**src/rtl/div_pkg.sv**
```systemverilog
// Shared state codes, widths and sign helper for the radix-2 restoring divider.
package div_pkg;

  typedef enum logic [1:0] {
    DIV_FREE    = 2'b00,
    DIV_BY_ZERO = 2'b01,
    DIV_ON      = 2'b10,
    DIV_END     = 2'b11
  } div_state_t;

  localparam int          REG_W              = 32;
  localparam int          DREG_W             = 64;
  localparam logic        DIV_RESULT_READY     = 1'b1;
  localparam logic        DIV_RESULT_NOT_READY = 1'b0;
  localparam logic        DIV_START          = 1'b1;
  localparam logic [5:0]  DIV_ITERS          = 6'd32;

  function automatic logic [REG_W-1:0] neg_if(input logic c, input logic [REG_W-1:0] v);
    return c ? (~v + 32'd1) : v;
  endfunction

endpackage

```
**src/rtl/div.sv**
```systemverilog
// 32-bit multi-cycle divider: unsigned restoring core, one quotient bit per clock,
// with sign magnitude conversion on entry and sign fixup on exit.
module div
  import div_pkg::*;
(
  input  logic               clk,
  input  logic               rst,
  input  logic               signed_div_i,
  input  logic [REG_W-1:0]   opdata1_i,
  input  logic [REG_W-1:0]   opdata2_i,
  input  logic               start_i,
  input  logic               annul_i,
  output logic [DREG_W-1:0]  result_o,
  output logic               ready_o
);

  div_state_t         r_state, w_state_nxt;
  logic [5:0]         r_cnt, w_cnt_nxt;
  logic [64:0]        r_work, w_work_nxt;
  logic [REG_W-1:0]   r_divisor, w_divisor_nxt;
  logic               r_signed, w_signed_nxt;
  logic               r_neg1, w_neg1_nxt;
  logic               r_neg2, w_neg2_nxt;
  logic [DREG_W-1:0]  r_result, w_result_nxt;
  logic               r_ready, w_ready_nxt;

  logic [REG_W:0]     w_diff;
  logic [REG_W-1:0]   w_op1_mag, w_op2_mag, w_quot, w_rem;
  logic               w_accept;

  assign w_accept  = (start_i == DIV_START) && !annul_i;
  assign w_op1_mag = neg_if(signed_div_i & opdata1_i[REG_W-1], opdata1_i);
  assign w_op2_mag = neg_if(signed_div_i & opdata2_i[REG_W-1], opdata2_i);
  assign w_diff    = {1'b0, r_work[63:32]} - {1'b0, r_divisor};
  // Quotient sign follows the operand sign mismatch; remainder takes the dividend's sign.
  assign w_quot    = neg_if(r_signed & (r_neg1 ^ r_neg2), r_work[31:0]);
  assign w_rem     = neg_if(r_signed & r_neg1, r_work[64:33]);

  always_comb begin
    w_state_nxt   = r_state;
    w_cnt_nxt     = r_cnt;
    w_work_nxt    = r_work;
    w_divisor_nxt = r_divisor;
    w_signed_nxt  = r_signed;
    w_neg1_nxt    = r_neg1;
    w_neg2_nxt    = r_neg2;
    w_result_nxt  = r_result;
    w_ready_nxt   = r_ready;
    case (r_state)
      DIV_FREE: begin
        if (w_accept) begin
          if (opdata2_i == '0) begin
            w_state_nxt = DIV_BY_ZERO;
          end else begin
            w_state_nxt   = DIV_ON;
            w_cnt_nxt     = 6'd0;
            w_work_nxt    = {32'b0, w_op1_mag, 1'b0};
            w_divisor_nxt = w_op2_mag;
            w_signed_nxt  = signed_div_i;
            w_neg1_nxt    = opdata1_i[REG_W-1];
            w_neg2_nxt    = opdata2_i[REG_W-1];
          end
        end
      end
      DIV_BY_ZERO: begin
        if (annul_i) begin
          w_state_nxt = DIV_FREE;
        end else begin
          w_state_nxt  = DIV_END;
          w_result_nxt = '0;
          w_ready_nxt  = DIV_RESULT_READY;
        end
      end
      DIV_ON: begin
        if (annul_i) begin
          w_state_nxt = DIV_FREE;
          w_cnt_nxt   = 6'd0;
          w_ready_nxt = DIV_RESULT_NOT_READY;
        end else if (r_cnt == DIV_ITERS) begin
          w_state_nxt  = DIV_END;
          w_result_nxt = {w_rem, w_quot};
          w_ready_nxt  = DIV_RESULT_READY;
        end else begin
          if (w_diff[REG_W]) begin
            w_work_nxt = {r_work[63:0], 1'b0};
          end else begin
            w_work_nxt = {w_diff[31:0], r_work[31:0], 1'b1};
          end
          w_cnt_nxt = r_cnt + 6'd1;
        end
      end
      DIV_END: begin
        if (!start_i) begin
          w_state_nxt  = DIV_FREE;
          w_result_nxt = '0;
          w_ready_nxt  = DIV_RESULT_NOT_READY;
        end
      end
      default: w_state_nxt = DIV_FREE;
    endcase
  end

  always_ff @(posedge clk or posedge rst) begin
    if (rst) begin
      r_state   <= DIV_FREE;
      r_cnt     <= 6'd0;
      r_work    <= '0;
      r_divisor <= '0;
      r_signed  <= 1'b0;
      r_neg1    <= 1'b0;
      r_neg2    <= 1'b0;
      r_result  <= '0;
      r_ready   <= DIV_RESULT_NOT_READY;
    end else begin
      r_state   <= w_state_nxt;
      r_cnt     <= w_cnt_nxt;
      r_work    <= w_work_nxt;
      r_divisor <= w_divisor_nxt;
      r_signed  <= w_signed_nxt;
      r_neg1    <= w_neg1_nxt;
      r_neg2    <= w_neg2_nxt;
      r_result  <= w_result_nxt;
      r_ready   <= w_ready_nxt;
    end
  end

  assign result_o = r_result;
  assign ready_o  = r_ready;

endmodule
```
**config.mk**
```make
export PLATFORM = sky130hd
export DESIGN_NAME = div
export DESIGN_NICKNAME = d
export VERILOG_FILES = /design/src/rtl/div_pkg.sv /design/src/rtl/div.sv
export SDC_FILE = /design/constraint.sdc
export NUM_CORES = 1
export LEC_CHECK = 0
export CORE_AREA = 2 2 185 187
export CTS_CLUSTER_SIZE = 30
export DETAILED_ROUTE_END_ITERATION = 10
export DIE_AREA = 0 0 187 189
export HOLD_SLACK_MARGIN = 0.12
export SKIP_LAST_GASP = 1
export SLEW_MARGIN = 0
export SYNTH_ARGS = -nofsm -noshare
export SYNTH_HDL_FRONTEND = slang
export SYNTH_SLANG_ARGS = --single-unit
```
**constraint.sdc**
```tcl
create_clock -name clk -period 8.8 [get_ports clk]
set_input_delay 2.64 -clock clk [delete_from_list [all_inputs] [get_ports clk]]
set_output_delay 2.64 -clock clk [all_outputs]
set_load 0.1 [all_outputs]
```
Word level (Yosys, flattened, before mapping)
Index checks and enable logic that the tools add are counted.
{"block": "op_classes", "addsub": 6, "n_eq_ne": 13, "mux": 32, "n_bitwise": 10, "n_reduce_logical": 12}
{"op": "2-to-1 mux 65 bit", "n": 5}
{"op": "2-to-1 mux 64 bit", "n": 4}
{"op": "case mux 64 bit (3 select lines)", "n": 1}
{"op": "case mux 65 bit (2 select lines)", "n": 1}
{"op": "adder 32 x 1 -> 32 bit, second input constant", "n": 4}
{"op": "2-to-1 mux 32 bit", "n": 4}
{"op": "inverter 32 bit", "n": 4}
{"op": "subtractor 32 x 32 -> 33 bit", "n": 1}
{"op": "logical NOT 32 bit", "n": 1}
{"op": "2-to-1 mux 6 bit", "n": 4}
{"op": "!= test 2 bit, second input constant", "n": 7}
{"op": "2-to-1 mux 2 bit", "n": 6}
{"op": "case mux 6 bit (2 select lines)", "n": 1}
{"op": "AND reduction 5 bit", "n": 2}
{"op": "case mux 2 bit (4 select lines)", "n": 1}
{"op": "AND reduction 4 bit", "n": 2}
{"op": "adder 6 x 1 -> 6 bit, second input constant", "n": 1}
{"op": "equality test 6 bit, second input constant", "n": 1}
{"op": "!= test 3 bit, second input constant", "n": 2}
{"op": "AND reduction 3 bit", "n": 2}
{"op": "bitwise AND 1 bit", "n": 4}
{"op": "equality test 2 bit, second input constant", "n": 2}
{"op": "2-to-1 mux 1 bit", "n": 4}
{"op": "case mux 1 bit (3 select lines)", "n": 1}
{"op": "other kinds (8)", "n": 8}
{"block": "word_totals", "regBits": 173, "inputBits": 69, "output_inout_bits": 65, "wordCells": 82}

Logic depth before layout (Yosys ltp)
{"block": "logic_depth", "word_depth": 6, "mapped_depth": 13, "ltp_nobuf": 11}

Worst setup path after synthesis
No wires, ideal clock.
{"block": "synth_timing", "path_type": "input port to flip-flop", "start": "input port opdata2_i[17]", "end": "register r_divisor[1]", "setup_time_ns": 0.137, "arrival_time_ns": 4.534, "t_required_ns": 8.663, "slack_ns": 4.129, "stages": 9, "n_path_buf": 2, "cell_sequence": "or4_1 nor4_1 nand4b_1 or2_1 and3_1 buf_2 buf_2 nor2_1 a31oi_1"}
{"block": "synth_via", "elab_chain_len": 3}
{"item": "start: declaration", "line_no": "div.sv:10", "rtl": "input logic [REG_W-1:0] opdata2_i,"}
{"item": "logical NOT 32 bit", "line_no": "div.sv:52", "rtl": "if (opdata2_i == '0) begin"}
{"item": "inverter 1 bit (no line)"}
{"item": "AND reduction 3 bit (no line)"}
{"item": "end signal: assignment", "line_no": "div.sv:118", "rtl": "r_divisor <= w_divisor_nxt;"}
{"item": "end: declaration", "line_no": "div.sv:20", "rtl": "logic [REG_W-1:0] r_divisor, w_divisor_nxt;"}
No other way between the ends.
A chain may end at the register's enable or synchronous reset.

Final worst setup path
{"block": "layout_timing", "start": "input port opdata2_i[17]", "end": "register r_work[36]"}
{"block": "layout_via", "elab_chain_len": 3}
{"item": "logical NOT 32 bit", "line_no": "div.sv:52"}
{"item": "!= test 2 bit (no line)"}
{"item": "AND reduction 5 bit (no line)"}
{"item": "end signal: assignment", "line_no": "div.sv:117", "rtl": "r_work <= w_work_nxt;"}
{"item": "end: declaration", "line_no": "div.sv:19", "rtl": "logic [64:0] r_work, w_work_nxt;"}
No other way between the ends.

==> key figures <==
Outcome
  – Status: finished clean

STA
  – Final Cycle Share: 0.6770
  – Setup Viol. Count Final: 0
  – Worst-Margin Slew: 1.314 ns
  – RSZ-0062 raised after global routing: no
  – FMAX: between 0.15 and 0.2 GHz
  – TNS Setup: 0 ns
  – Final Hold Viols: 0
  – Skew final: 0.008459 ns
  – Fin crit period: just under 6 ns
  – Rel. slew slack: 0.1128
  – Hold slack: roughly 0.48 ns
  – Final Max Tran Viols: 0

Place
  – GP Congestion: ~0.80
  – Hpwl dp: ~23000 um
  – Area of placed instances: roughly 13000 um^2
  – IO Port Bufs: approximately 130

Synth
  – #FFs+latches synth: about 170
  – Post-synth top flop: dfrtp_1
  – Post-Syn Instances: ~1400
  – Synth cell types: 65
  – Post-synth EDFFs: 0
  – YS warnings: 0
  – FFs w/ async S/R, synth: 1.000
  – Mapped cell area: 11510 um^2
  – Avg Cell Area, Syn: about 8.2 um^2
  – Syn_nets: approximately 1500
  – Seq/Total Area, Yosys: 0.3760

Worst hold path
  – Min-delay src: result_o[13]
  – Class of the worst hold path: reg2reg

Finish
  – Design Area, Final: approximately 14000 um^2
  – Nets: ~1600
  – Layout area overhead: 19.74%
  – Antenna cells: 0
  – Layout cells sized above 1: 0.05207
  – Fillers: approximately 3300

Floorplan
  – Die width: roughly 190 um
  – DIE AREA: about 35000 um^2
  – Core area: between 30000 and 40000 um^2
  – Initial Utilization: 0.3460
  – Row cnt: 67
  – IO Count: 134
  – Die height: approximately 190 um

Clock network
  – CTS root buf: clkbuf_16
  – Latest clock arrival within the worst-skew pair: ~0.44 ns
  – Clock transition at path regs: around 0.07 ns
  – Setup Buffers After CTS: 0
  – Total clock sinks: roughly 170
  – Cts bufs inserted: 17
  – CTS tree: built
  – CTS resizes: 0
  – H-tree depth: 4
  – Clock tree buffer depth: 2
  – Hold_buf cts: 0

Setup path
  – Slowest cell delay on critical path: between 0.7 and 0.8 ns
  – Critical-path maximum fanout: 53
  – Critical path class: in2reg
  – Critical Path Sink Type: flop
  – Worst Setup Start Kind: primary input
  – CP max-delay cell: a21o_2
  – Worst Path Required: approximately 9.1 ns
  – RR Startpoint: r_work[39]
  – WP data arrival: ~6.2 ns
  – Crit path cell chain: clkdlybuf4s50_1, or4_1, nor4_1, nand4b_1, o21ai_1, a21o_2, buf_4, o311ai_0
  – CP Launch Point: opdata2_i[17]

Route
  – DR WL/cell: around 16 um
  – Initial drt markers: 737
  – 1st-pass router iterations: 5
  – Wirelength, routed: 30700 um
  – Vias per cell: around 5.3
  – Antenna-violating nets left: 0
  – Vias post-DR: a little over 10000
  – DRC: 0

Power and ir drop
  – Peak VDD IR: 0.1795 mV
  – Static Leak: ~5.7 nW
  – Pwr Density: 322.2 nW/um^2

Run
  – Max-Cap Viols: 0

Global routing
  – Initial antenna violation count: 0
  – GR Overflow Total: 0
  – Total track usage: 0.1777
  – Largest net degree at the start of global routing: roughly 80
  – First-pass GRT wire length: 51420 um
  – Vias in the first global route: ~9700
## sequential cells by signal (all words and copies together) (netlist names)
register and cells:
r_cnt 6, result_o 64, r_signed 1, ready_o 1, r_state 2, r_neg2 1, r_divisor 32, r_neg1 1
r_work 65
## cells in the mapped netlist (all sizes together) (6+ instances only)
master | n | area [um^2]
mux2i | 16 | 160.2
or2 | 8 | 50.05
nand3 | 31 | 160.1
xnor2 | 71 | 621.9
inv | 54 | 202.7
a21o | 9 | 67.56
o311ai | 6 | 52.55
nand2 | 204 | 765.7
ha | 44 | 550.5
nand2b | 10 | 62.56
dfrtp | 173 | 4329
and2 | 6 | 37.54
xor2 | 74 | 648.1
nor2b | 8 | 50.05
buf | 21 | 100.1
a21oi | 100 | 500.5
nor3 | 23 | 120.1
clkbuf | 51 | 191.4
o41ai | 13 | 143.9
o21ai | 182 | 910.9
and3 | 9 | 56.30
o21a | 8 | 60.06
or3 | 15 | 108.9
nor2 | 104 | 392.9
a31oi | 12 | 75.07
o31ai | 21 | 157.7
or4 | 12 | 101.3
nor4 | 16 | 121.4
nand4 | 46 | 287.8
## power breakdown
| part | leakage, nW | internal (W) | switching [W] |
|---|---|---|---|
| Sequential | 2.27 | 0.00101 | 0.000268 |
| Combinational | 3.18 | 0.000924 | 0.00152 |
| Clock | 0.273 | 0.000385 | 0.000339 |
## critical path: cells and delay by family
family	cells	cell delay, ns
and+or+nand+nor	3	1.25
buffers and inverters	2	0.99
AOI/OAI and AO/OA	3	1.30
## cells in the final DEF (no fill, tap or decap), drive strengths merged, types with 44 or more instances in the layout
| cell type | n |
|---|---|
| xor2 | 74 |
| nand4 | 46 |
| clkdlybuf4s50 | 133 |
| ha | 44 |
| inv | 56 |
| a21oi | 100 |
| xnor2 | 71 |
| nand2 | 204 |
| o21ai | 182 |
| dfrtp | 173 |
| nor2 | 104 |
## cell families (layout without fill, tap and decap cells)
group	Yosys count	in the layout	synth area share
adders and majority gates	45	45	0.04955
muxes	20	20	0.01782
AOI/OAI and AO/OA	387	387	0.1967
and+or+nand+nor	500	500	0.2068
xor gates and xnor gates	145	145	0.1103
buffers and inverters	126	228	0.04292
DFF	173	173	0.3760
## metrics by stage
| step | total power [W] | setup slack, ns | util | std cells |
|---|---|---|---|---|
| 6_report | 0.004443 | 2.842 | 0.4143 | 1946 |
| 3_5_place_dp | 0.003719 | 2.422 | 0.3976 | 1914 |
| 2_1_floorplan | 0.003110 | 1.472 | - | 1396 |
| 3_3_place_gp | 0.003680 | 2.492 | 0.3976 | 1914 |
| 4_1_cts | 0.004457 | 2.886 | 0.4143 | 1946 |
| 5_1_grt | 0.004841 | 2.605 | 0.4143 | 1946 |
## layer usage
metal / track usage / up-vias / part of all wire
met1: 0.2626 / 4882 / 0.51
met4: 0.04548 / 0 / 0.013
met2: 0.2732 / 205 / 0.44
li1: - / 5111 / -
met5: 0 / - / 0
met3: 0.02354 / 24 / 0.036
## final cells by class
cell class                 count  area (um^2)  area share
clock buffer                  20        466.7     0.03385
clock inverter                12        87.58    0.006352
inverter                      54        207.7     0.01506
multi-input combinational   1097         6738      0.4887
sequential                   173         4329      0.3140
tap                          448        560.5     0.04065
timing repair buffer         142         1399      0.1015
## final timing paths
path,slack (ns),end,cells after the start
setup / recovery,2.84,r_work[36],8
hold / removal,0.48,result_o[13],2
setup reg to reg,4.87,r_work[51],8
hold reg to reg,0.48,result_o[13],2
max in group asynchronous,4.94,result_o[32],3
min in group asynchronous,2.73,ready_o,2
(Power assumes the default switching activity.)
